File: config.mk
export PLATFORM = sky130hd
export DESIGN_NAME = force_output_ring_node
export DESIGN_NICKNAME = d
export VERILOG_FILES = /design/src/rtl/MD_pkg.sv /design/src/rtl/force_inject_fifo.sv /design/src/rtl/force_output_ring_node.sv
export SDC_FILE = /design/constraint.sdc
export NUM_CORES = 2
export LEC_CHECK = 0
export CELL_PAD_IN_SITES_DETAIL_PLACEMENT = 0
export CELL_PAD_IN_SITES_GLOBAL_PLACEMENT = 2
export CORE_MARGIN = 5
export CORE_UTILIZATION = 46
export DETAILED_ROUTE_END_ITERATION = 10
export PLACE_DENSITY = 0.86
export SLEW_MARGIN = 20
export SYNTH_ARGS = -nofsm -noshare
export SYNTH_HDL_FRONTEND = slang
export SYNTH_SLANG_ARGS = --single-unit
export TNS_END_PERCENT = 5
File: constraint.sdc
create_clock -name clk -period 13.97 [get_ports clk]
set_input_delay 2.794 -clock clk [delete_from_list [all_inputs] [get_ports clk]]
set_output_delay 2.794 -clock clk [all_outputs]
set_load 0.01 [all_outputs]
File: src/rtl/MD_pkg.sv
// Shared MD types: force packets produced by the PE and their ring-carried form.
// Latency: n/a (types, constants and helpers only).
// Backpressure: n/a.
package MD_pkg;

  localparam int GLOBAL_CELL_ID_WIDTH = 9;
  localparam int PARTICLE_ID_WIDTH    = 8;
  localparam int FORCE_WIDTH          = 32;

  // Ring size the packed hop field is sized for; a node's RING_NODES
  // parameter must not exceed 2**HOP_WIDTH.
  localparam int FORCE_RING_NODES = 8;
  localparam int HOP_WIDTH        = $clog2(FORCE_RING_NODES);

  typedef struct packed {
    logic [GLOBAL_CELL_ID_WIDTH-1:0] gcid;
    logic [PARTICLE_ID_WIDTH-1:0]    parid;
    logic [FORCE_WIDTH-1:0]          force_x;
    logic [FORCE_WIDTH-1:0]          force_y;
    logic [FORCE_WIDTH-1:0]          force_z;
  } force_pkt_t;

  typedef struct packed {
    logic [GLOBAL_CELL_ID_WIDTH-1:0] gcid;
    logic [PARTICLE_ID_WIDTH-1:0]    parid;
    logic [FORCE_WIDTH-1:0]          force_x;
    logic [FORCE_WIDTH-1:0]          force_y;
    logic [FORCE_WIDTH-1:0]          force_z;
    logic [HOP_WIDTH-1:0]            hops;
  } force_ring_pkt_t;

  // Strip the hop count off a ring packet.
  function automatic force_pkt_t ring_to_force(input force_ring_pkt_t r);
    force_pkt_t f;
    f.gcid    = r.gcid;
    f.parid   = r.parid;
    f.force_x = r.force_x;
    f.force_y = r.force_y;
    f.force_z = r.force_z;
    return f;
  endfunction

  // Wrap a local packet for the ring with a given hop count.
  function automatic force_ring_pkt_t force_to_ring(input force_pkt_t f,
                                                    input logic [HOP_WIDTH-1:0] hops);
    force_ring_pkt_t r;
    r.gcid    = f.gcid;
    r.parid   = f.parid;
    r.force_x = f.force_x;
    r.force_y = f.force_y;
    r.force_z = f.force_z;
    r.hops    = hops;
    return r;
  endfunction

endpackage

File: src/rtl/force_inject_fifo.sv
// First-word-fall-through synchronous FIFO holding local packets awaiting injection.
// Latency: a write is visible on dout the cycle after it is written.
// Backpressure: writes while full and reads while empty are ignored; the owner gates wr_en on count.
// Ports: clk/rst, wr_en+din (push), rd_en (pop head), dout (head), empty, count (0..DEPTH).
module force_inject_fifo #(
  parameter int WIDTH = 8,
  parameter int DEPTH = 16
) (
  input  logic                     clk,
  input  logic                     rst,
  input  logic                     wr_en,
  input  logic [WIDTH-1:0]         din,
  input  logic                     rd_en,
  output logic [WIDTH-1:0]         dout,
  output logic                     empty,
  output logic [$clog2(DEPTH):0]   count
);

  localparam int AW = $clog2(DEPTH);

  logic [WIDTH-1:0] mem [DEPTH];
  logic [AW-1:0]    wr_ptr;
  logic [AW-1:0]    rd_ptr;
  logic             do_wr;
  logic             do_rd;

  assign empty = (count == '0);
  assign do_wr = wr_en && (count != (AW+1)'(DEPTH));
  assign do_rd = rd_en && !empty;
  assign dout  = mem[rd_ptr];

  // Storage carries no reset; validity is tracked by count alone.
  always_ff @(posedge clk) begin
    if (do_wr) mem[wr_ptr] <= din;
  end

  always_ff @(posedge clk) begin
    if (rst) begin
      wr_ptr <= '0;
      rd_ptr <= '0;
      count  <= '0;
    end else begin
      if (do_wr) wr_ptr <= wr_ptr + 1'b1;
      if (do_rd) rd_ptr <= rd_ptr + 1'b1;
      case ({do_wr, do_rd})
        2'b10:   count <= count + 1'b1;
        2'b01:   count <= count - 1'b1;
        default: count <= count;
      endcase
    end
  end

endmodule

File: src/rtl/force_output_ring_node.sv
// Force-return ring node: forwards foreign ring traffic, delivers own-cell packets to the cache, injects PE packets.
// Latency: ring-in to ring-out / cache-out is 1 cycle; local packets wait in the FIFO until a free slot.
// Backpressure: ring is never stalled; PE sees o_local_ready (count<DEPTH) and o_pe_back_pressure (almost full).
// Ports: ring in (i_prev_*), PE in (i_local_*), ring out (o_next_*), cache write (o_force_to_cache*), status/counters.
module force_output_ring_node
  import MD_pkg::*;
#(
  parameter logic [2:0] GCELL_X    = 3'b000,
  parameter logic [2:0] GCELL_Y    = 3'b000,
  parameter logic [2:0] GCELL_Z    = 3'b000,
  parameter int         RING_NODES = 8,
  parameter int         FIFO_DEPTH = 16,
  parameter int         AF_MARGIN  = 4
) (
  input  logic            clk,
  input  logic            rst,
  input  force_ring_pkt_t i_prev_force_pkt,
  input  logic            i_prev_valid,
  input  force_pkt_t      i_local_force_pkt,
  input  logic            i_local_valid,
  output logic            o_local_ready,
  output logic            o_pe_back_pressure,
  output force_ring_pkt_t o_next_force_pkt,
  output logic            o_next_valid,
  output force_pkt_t      o_force_to_cache,
  output logic            o_force_to_cache_valid,
  output logic            o_orphan_err,
  output logic [15:0]     o_inject_cnt,
  output logic [15:0]     o_deliver_cnt
);

  localparam int CW = $clog2(FIFO_DEPTH) + 1;
  localparam logic [GLOBAL_CELL_ID_WIDTH-1:0] LOCAL_GCID = {GCELL_X, GCELL_Y, GCELL_Z};
  localparam logic [HOP_WIDTH-1:0]            LAST_HOP   = HOP_WIDTH'(RING_NODES - 1);

  force_pkt_t      head;
  logic            fifo_empty;
  logic [CW-1:0]   fifo_cnt;
  logic            fifo_wr;
  logic            fifo_rd;

  force_ring_pkt_t ring_nxt;
  logic            ring_vld_nxt;
  force_pkt_t      cache_nxt;
  logic            cache_vld_nxt;
  logic            orphan_set;
  logic            inject;

  // Flow-control flags come straight off the registered FIFO count.
  assign o_local_ready      = (fifo_cnt < CW'(FIFO_DEPTH));
  assign o_pe_back_pressure = (fifo_cnt >= CW'(FIFO_DEPTH - AF_MARGIN));
  assign fifo_wr            = i_local_valid && o_local_ready;

  force_inject_fifo #(
    .WIDTH ($bits(force_pkt_t)),
    .DEPTH (FIFO_DEPTH)
  ) u_fifo (
    .clk   (clk),
    .rst   (rst),
    .wr_en (fifo_wr),
    .din   (i_local_force_pkt),
    .rd_en (fifo_rd),
    .dout  (head),
    .empty (fifo_empty),
    .count (fifo_cnt)
  );

  always_comb begin
    ring_nxt      = '0;
    ring_vld_nxt  = 1'b0;
    cache_nxt     = '0;
    cache_vld_nxt = 1'b0;
    orphan_set    = 1'b0;
    fifo_rd       = 1'b0;
    inject        = 1'b0;

    // Ring traffic is resolved first and always wins.
    if (i_prev_valid) begin
      if (i_prev_force_pkt.gcid == LOCAL_GCID) begin
        cache_vld_nxt = 1'b1;
        cache_nxt     = ring_to_force(i_prev_force_pkt);
      end else if (i_prev_force_pkt.hops == LAST_HOP) begin
        orphan_set = 1'b1;
      end else begin
        ring_vld_nxt  = 1'b1;
        ring_nxt      = i_prev_force_pkt;
        ring_nxt.hops = i_prev_force_pkt.hops + 1'b1;
      end
    end

    // The FIFO head only moves when ring traffic left the slot free. A
    // head addressed to this cell must also find the cache port unused,
    // otherwise it is held so local order behind ring delivery is kept.
    if (!ring_vld_nxt && !fifo_empty) begin
      if (head.gcid != LOCAL_GCID) begin
        fifo_rd      = 1'b1;
        ring_vld_nxt = 1'b1;
        ring_nxt     = force_to_ring(head, '0);
        inject       = 1'b1;
      end else if (!cache_vld_nxt) begin
        fifo_rd       = 1'b1;
        cache_vld_nxt = 1'b1;
        cache_nxt     = head;
      end
    end
  end

  always_ff @(posedge clk) begin
    if (rst) begin
      o_next_force_pkt       <= '0;
      o_next_valid           <= 1'b0;
      o_force_to_cache       <= '0;
      o_force_to_cache_valid <= 1'b0;
      o_orphan_err           <= 1'b0;
      o_inject_cnt           <= '0;
      o_deliver_cnt          <= '0;
    end else begin
      o_next_force_pkt       <= ring_nxt;
      o_next_valid           <= ring_vld_nxt;
      o_force_to_cache       <= cache_nxt;
      o_force_to_cache_valid <= cache_vld_nxt;
      if (orphan_set)    o_orphan_err  <= 1'b1;
      if (inject)        o_inject_cnt  <= o_inject_cnt + 1'b1;
      if (cache_vld_nxt) o_deliver_cnt <= o_deliver_cnt + 1'b1;
    end
  end

endmodule

==> Word level (Yosys, flattened, before mapping) <==
Memories as Yosys holds them, arrays and structs flattened. A register that Yosys moved wholly into a read port is not among the register bits.
Cells that the tools add are included.
Widths: inputs -> output; s select.
{ "op_classes": {"add_sub_neg": 7, "order_cmp": 2, "n_eq_ne": 4, "mux": 32, "reduce_logical": 10} }
{ "op_table": {"columns": ["operator", "count"], "rows": [
  ["$mux 116", 5],
  ["$mux 113", 5],
  ["$add 16x1->16 const B", 2],
  ["$mux 1", 19],
  ["$pmux 5 s2", 1],
  ["$logic_not 9->1", 1],
  ["$reduce_bool 9->1", 1],
  ["$add 4x1->4 const B", 2],
  ["$mux 4", 2],
  ["$add 5x1->5 const B", 1],
  ["$ge 5x4->1 const B", 1],
  ["$logic_not 5->1", 1],
  ["$lt 5x5->1 const B", 1],
  ["$ne 5x5->1 const B", 1],
  ["$sub 5x1->5 const B", 1],
  ["$logic_and 1x1->1", 4],
  ["$add 3x1->3 const B", 1],
  ["$eq 3x3->1 const B", 1],
  ["$eq 2x1->1 const B", 1],
  ["$eq 2x2->1 const B", 1],
  ["$logic_not 1->1", 2],
  ["$reduce_bool 2->1", 1]
]} }
{ "word_totals": {"ff_bits": 277, "ram_bits": 1808, "in_bits": 233, "output_inout_bits": 266, "word_cells": 75, "memories": 1} }
{ "memory_table": {"columns": ["name", "depth", "width", "rd", "rd_clocked_by_memory_dff", "write_ports", "line", "rtl"], "rows": [
  ["u_fifo.mem", 16, 113, 1, 1, 1, "force_inject_fifo.sv:21", "logic [WIDTH-1:0] mem [DEPTH];"]
]} }

==> Logic depth before layout (Yosys ltp) <==
{ "depth": {"depth_word": 10, "depth_mapped": 17, "mapped_depth_nobuf": 12} }

==> Modules after synthesis <==
A second synthesis with hierarchy kept.
{ "unflattened": {"cells_unflattened": 3327, "hier_area_um2": 77252.8} }
{ "by_module_without_submodules": {"columns": ["module", "n_inst", "cells_each", "area_per_inst_um2", "seq_area_each_um2"], "rows": [
  ["force_inject_fifo", 1, 2619, 68738.4, 54632.4],
  ["force_output_ring_node", 1, 708, 8514.4, 5285.1]
]} }

==> Least setup slack after synthesis <==
Ideal clock, no wire load.
{ "synth_timing": {"path_type": "input port to flip-flop", "start": "in i_local_valid", "end": "mem u_fifo.mem[3][0] (netlist bit), enable pin", "setup_ps": 723, "arrival_ps": 11065, "required_time_ps": 13247, "path_slack_ps": 2182, "path_stages": 4, "n_path_buf": 1, "cell_sequence": "nor2b_1 > buf_1 > nand2_1 > nor3_1"} }
{ "synth_between": {"elab_chain_len": 4} }
{ "synth_rtl": {"columns": ["element", "line", "rtl"], "rows": [
  ["from (decl)", "force_output_ring_node.sv:20", "input logic i_local_valid,"],
  ["$logic_and 1x1->1", "force_output_ring_node.sv:52", "assign fifo_wr = i_local_valid && o_local_ready;"],
  ["$logic_and 1x1->1", "force_inject_fifo.sv:28", "assign do_wr = wr_en && (count != (AW+1)'(DEPTH));"],
  ["$mux 1", "force_inject_fifo.sv:34", "if (do_wr) mem[wr_ptr] <= din;"],
  ["$mux 1 (not written as such)", "force_inject_fifo.sv:34", null],
  ["to (decl)", "force_inject_fifo.sv:21", null]
]} }
No other way between the ends.

==> Worst setup path after layout <==
{ "layout_timing": {"start": "in i_prev_force_pkt[0] (netlist bit)", "end": "reg u_fifo.count[2]"} }
{ "layout_between": {"elab_chain_len": 10, "elab_cells_between_ends": 12, "cone_classes": "eq/ne (3); mux (5); reduce/logical (4)"} }
{ "layout_rtl": {"columns": ["element", "line", "rtl"], "rows": [
  ["from (decl)", "force_output_ring_node.sv:17", "input force_ring_pkt_t i_prev_force_pkt,"],
  ["$eq 3x3->1 *", "force_output_ring_node.sv:82", "end else if (i_prev_force_pkt.hops == LAST_HOP) begin"],
  ["$mux 1 *", "force_output_ring_node.sv:82", null],
  ["$mux 1 *", "force_output_ring_node.sv:79", "if (i_prev_force_pkt.gcid == LOCAL_GCID) begin"],
  ["$mux 1 *", "force_output_ring_node.sv:78", "if (i_prev_valid) begin"],
  ["$logic_not 1->1 *", "force_output_ring_node.sv:94", "if (!ring_vld_nxt && !fifo_empty) begin"],
  ["$logic_and 1x1->1 *", "force_output_ring_node.sv:94", null],
  ["$mux 1 *", "force_output_ring_node.sv:94", null],
  ["$logic_and 1x1->1 *", "force_inject_fifo.sv:29", "assign do_rd = rd_en && !empty;"],
  ["net u_fifo.do_rd", "force_inject_fifo.sv:25", "logic do_rd;"],
  ["$eq 2x1->1 / $eq 2x2->1 (equally long branches)", "force_inject_fifo.sv:45", "case ({do_wr, do_rd})"],
  ["$pmux 5 s2 / $reduce_bool 2->1 (equally long branches)", null, null],
  ["to (signal assigned)", "force_inject_fifo.sv:46", "2'b10: count <= count + 1'b1;"],
  ["to (signal assigned)", "force_inject_fifo.sv:47", "2'b01: count <= count - 1'b1;"],
  ["to (signal assigned)", "force_inject_fifo.sv:48", "default: count <= count;"],
  ["to (decl)", "force_inject_fifo.sv:16", "output logic [$clog2(DEPTH):0] count"]
]} }
Mark *: on every way through the listed nets, which the timed path passes. The rest lies on a longest branch.
A chain may end at the register's enable or synchronous reset.

==> flow_metrics.tcl <==
set metrics [dict create \
    cts_tree "done" \
    r2r_slack_ns 8.17 \
    postPlaceCellArea_sq_mm 0.0855 \
    grt_pass1_vias 39800 \
    synthesis.area_sq_mm 0.0779 \
    status "finished, final reports clean" \
    synth_ff_type "edfxtp_1" \
    hold_end "o_orphan_err" \
    grt_pass1_wl_um 281000 \
    wire_per_inst_um 29.4 \
    synthArstFlopShare_pct 0 \
    final_util_pct 54.6 \
    setup_violations 0 \
    whs_ns 0.481 \
    gp_congestion 0.762 \
    cap_violations 0 \
    skew_ns 0.0307 \
    io_buffers 498 \
    design_area_sq_mm 0.0922 \
    rr_worst_depth 13 \
    routed_wl_um 194000 \
    io_pins 499 \
    grt_max_degree 155 \
    synth_edf_count 1808 \
    cp-end-kind "flip-flop" \
    synth_top_family_by_area "multiplexers" \
    ys_seq_elements 2089 \
    synth.avg_cell_area_sq_um 21.5 \
    cp.required_ns 14.75 \
    drtIter0Drc 4073 \
    track_usage_pct 21.5 \
    slew_headroom_pct 25.1 \
    synthCells 3630 \
    cts.sinks 2089 \
    yosysSeqAreaShare_pct 76.9 \
    yosys.cell_types.count 65 \
    mostFrequentLayoutCells "edfxtp_1, mux4_2, clkdlybuf4s50_1, dfxtp_1, nor2_1" \
    die_h_um 422 \
    synthAdderAreaFrac_pct 0.177 \
    insertion_delay_ns 0.85 \
    critPathSlowestCell "and3_4" \
    fp.dieW_um 422 \
    post_cts_buffers 0 \
    max_freq_ghz 0.155 \
    critPathTopFamily "simple AND/OR/NAND/NOR gates" \
    cts_resized 0 \
    tightest_slew_ns 1.12 \
    crit_arrival_ns 7.22 \
    grt_overflow 0 \
    drc 0 \
    synthSimpleGateAreaFrac_pct 2.36 \
    antenna_found_initial 35 \
    ant_nets 0 \
    dpl.hpwl_um 105000 \
    crit_chain "clkdlybuf4s50_1 -> ha_1 -> ha_1 -> inv_1 -> and3_4 -> a21o_1 -> nor2_1 -> ha_1 -> xor2_1 -> ha_1 -> or4b_2 -> a32o_1 -> nand3_1" \
    cts_hold_buf 0 \
    ir_drop_mv 0.149 \
    cts_buffers 203 \
    synthMuxAreaShare_pct 16.4 \
    grt_setup_unrepaired "no" \
    layout.nets 4437 \
    firstDrtPassIters 6 \
    critPathBufInv 2 \
    drv_slew 0 \
    core_sq_mm 0.169 \
    regToRegEndpoint "u_fifo.count[2]" \
    vias 39100 \
    clock_tree.buffer_depth 3 \
    leakagePower_nw 28.8 \
    hold_class "reg -> reg" \
    drive_above_1_share_pct 22.5 \
    fin_crit_ns 6.45 \
    power_density_mw_per_mm2 169 \
    path_class "in -> reg" \
    p_total_w 0.0156 \
    via_per_inst 5.93 \
    start_util_pct 46.1 \
    cpPeakStageDelay_ns 0.73 \
    htree_levels 4 \
    cp_common_cell "ha_1" \
    final-hold-violation-count 0 \
    yosys_warnings 0 \
    crit_path_start_kind "input port" \
    root_buffer "clkbuf_16" \
    die_area_sq_mm 0.178 \
    synth_compound_area_share_pct 2.77 \
    num_rows 151 \
    final_common_cell "edfxtp_1" \
    whs_path_depth 1 \
    synth_xor_area_share_pct 0.169 \
    min_from "o_orphan_err" \
    worstPathMaxFanout 56 \
    period_share_pct 46.1 \
    tns_ns 0 \
    area_growth_syn_to_layout_pct 18.4 \
    cts.clk_slew.worst_paths_ns 0.06 \
]
[cell usage after synthesis (4+ instances only)]
| cell | count | area [sq um] |
|---|---|---|
| o41ai_1 | 6 | 52.6 |
| inv_1 | 12 | 45.0 |
| nand3_1 | 10 | 50.1 |
| nor3b_1 | 4 | 30.0 |
| buf_6 | 5 | 56.3 |
| buf_2 | 30 | 150 |
| mux2i_1 | 20 | 200 |
| o311ai_0 | 5 | 43.8 |
| or3_1 | 5 | 31.3 |
| xor2_1 | 6 | 52.6 |
| a21oi_1 | 15 | 75.1 |
| ha_1 | 11 | 138 |
| mux2_2 | 14 | 158 |
| clkbuf_1 | 144 | 541 |
| o21ai_0 | 7 | 35.0 |
| edfxtp_1 | 1808 | 54300 |
| a221oi_1 | 4 | 35.0 |
| buf_1 | 34 | 128 |
| mux4_2 | 547 | 12300 |
| xnor2_1 | 9 | 78.8 |
| dfxtp_1 | 281 | 5630 |
| nor2_1 | 278 | 1040 |
| nor4_1 | 6 | 37.5 |
| and3_1 | 12 | 75.1 |
| a22oi_1 | 218 | 1640 |
| nor3_1 | 11 | 55.1 |
| buf_4 | 7 | 52.6 |
| nand3b_1 | 4 | 30.0 |
| nand4_1 | 13 | 81.3 |
| nand2_1 | 23 | 86.3 |
| or2_2 | 6 | 37.5 |
| nor2b_1 | 18 | 113 |
[where the power goes]
part / switching (W) / internal, W
Combinational: 0.00148 / 0.00150
Clock: 0.00232 / 0.00312
Sequential: 0.000131 / 0.00702
Total: 0.00393 / 0.0116
[logic make-up after synthesis]
| logic type | after synthesis |
|---|---|
| AND/OR/NAND/NOR | 411 |
| adder cells (fa/ha/maj) | 11 |
| other | 1 |
| flip-flops | 2089 |
| XOR/XNOR | 15 |
| AO/OA/AOI/OAI | 286 |
| multiplexers | 584 |
| buffers and inverters | 233 |
[sequential cells by signal (all words and copies together), names as in the netlist, named ones only]
signal,cells
o_next_force_pkt,116
o_inject_cnt,16
u_fifo.rd_ptr,4
o_force_to_cache,113
o_orphan_err,1
u_fifo.mem,1808
o_force_to_cache_valid,1
u_fifo.count,5
o_next_valid,1
o_deliver_cnt,16
u_fifo.wr_ptr,4
[stage by stage]
stage / setup WS, ns / instances
4_1_cts: 7.54 / 6583
2_1_floorplan: 2.18 / 3638
5_1_grt: 7.20 / 6593
6_report: 7.52 / 6596
3_3_place_gp: 6.64 / 6206
3_5_place_dp: 6.61 / 6206
[area by class of cell]
type / count / area [sq um]
tap: 2218 / 2780
timing repair buffer: 571 / 5590
antenna: 13 / 32.5
clock buffer: 251 / 5440
inverter: 12 / 52.6
clock inverter: 126 / 1240
multi-input combinational: 1316 / 17200
fill: 12600 / 76700
sequential: 2089 / 59900
[worst max path at each step]
stage / from / to / depth (start not counted)
after floorplan: i_local_valid / u_fifo.mem[3][0] / 4
after global placement: i_prev_force_pkt[0] / u_fifo.count[2] / 13
after detailed placement: i_prev_force_pkt[0] / u_fifo.count[2] / 13
after CTS: i_prev_force_pkt[0] / u_fifo.count[2] / 13
after global routing: i_prev_force_pkt[110] / u_fifo.count[2] / 12
final: i_prev_force_pkt[0] / u_fifo.count[2] / 13
[per-layer routing]
metal / share of wire (%) / track usage, % / vias up / wire length (um)
met5: 0.041 / 0 / - / 80
met4: 2.5 / 6.44 / 12 / 4830
met3: 6.2 / 3.52 / 293 / 12000
met2: 53 / 37.9 / 1595 / 103000
met1: 38 / 27.8 / 20900 / 73400
li1: - / - / 16300 / -
[worst register-to-register path: stages (launching register included)]
cell and delay, ns:
dfxtp_4 0.91, buf_4 0.78, mux4_1 0.74, a22oi_1 0.30, nand2_1 0.19, a211oi_2 0.34, and4bb_2 0.39, nor2_1 0.17
ha_1 0.46, xor2_1 0.22, ha_1 0.28, or4b_2 0.67, a32o_1 0.22, nand3_1 0.06
Note: power is estimated with default switching activity, not from simulation.
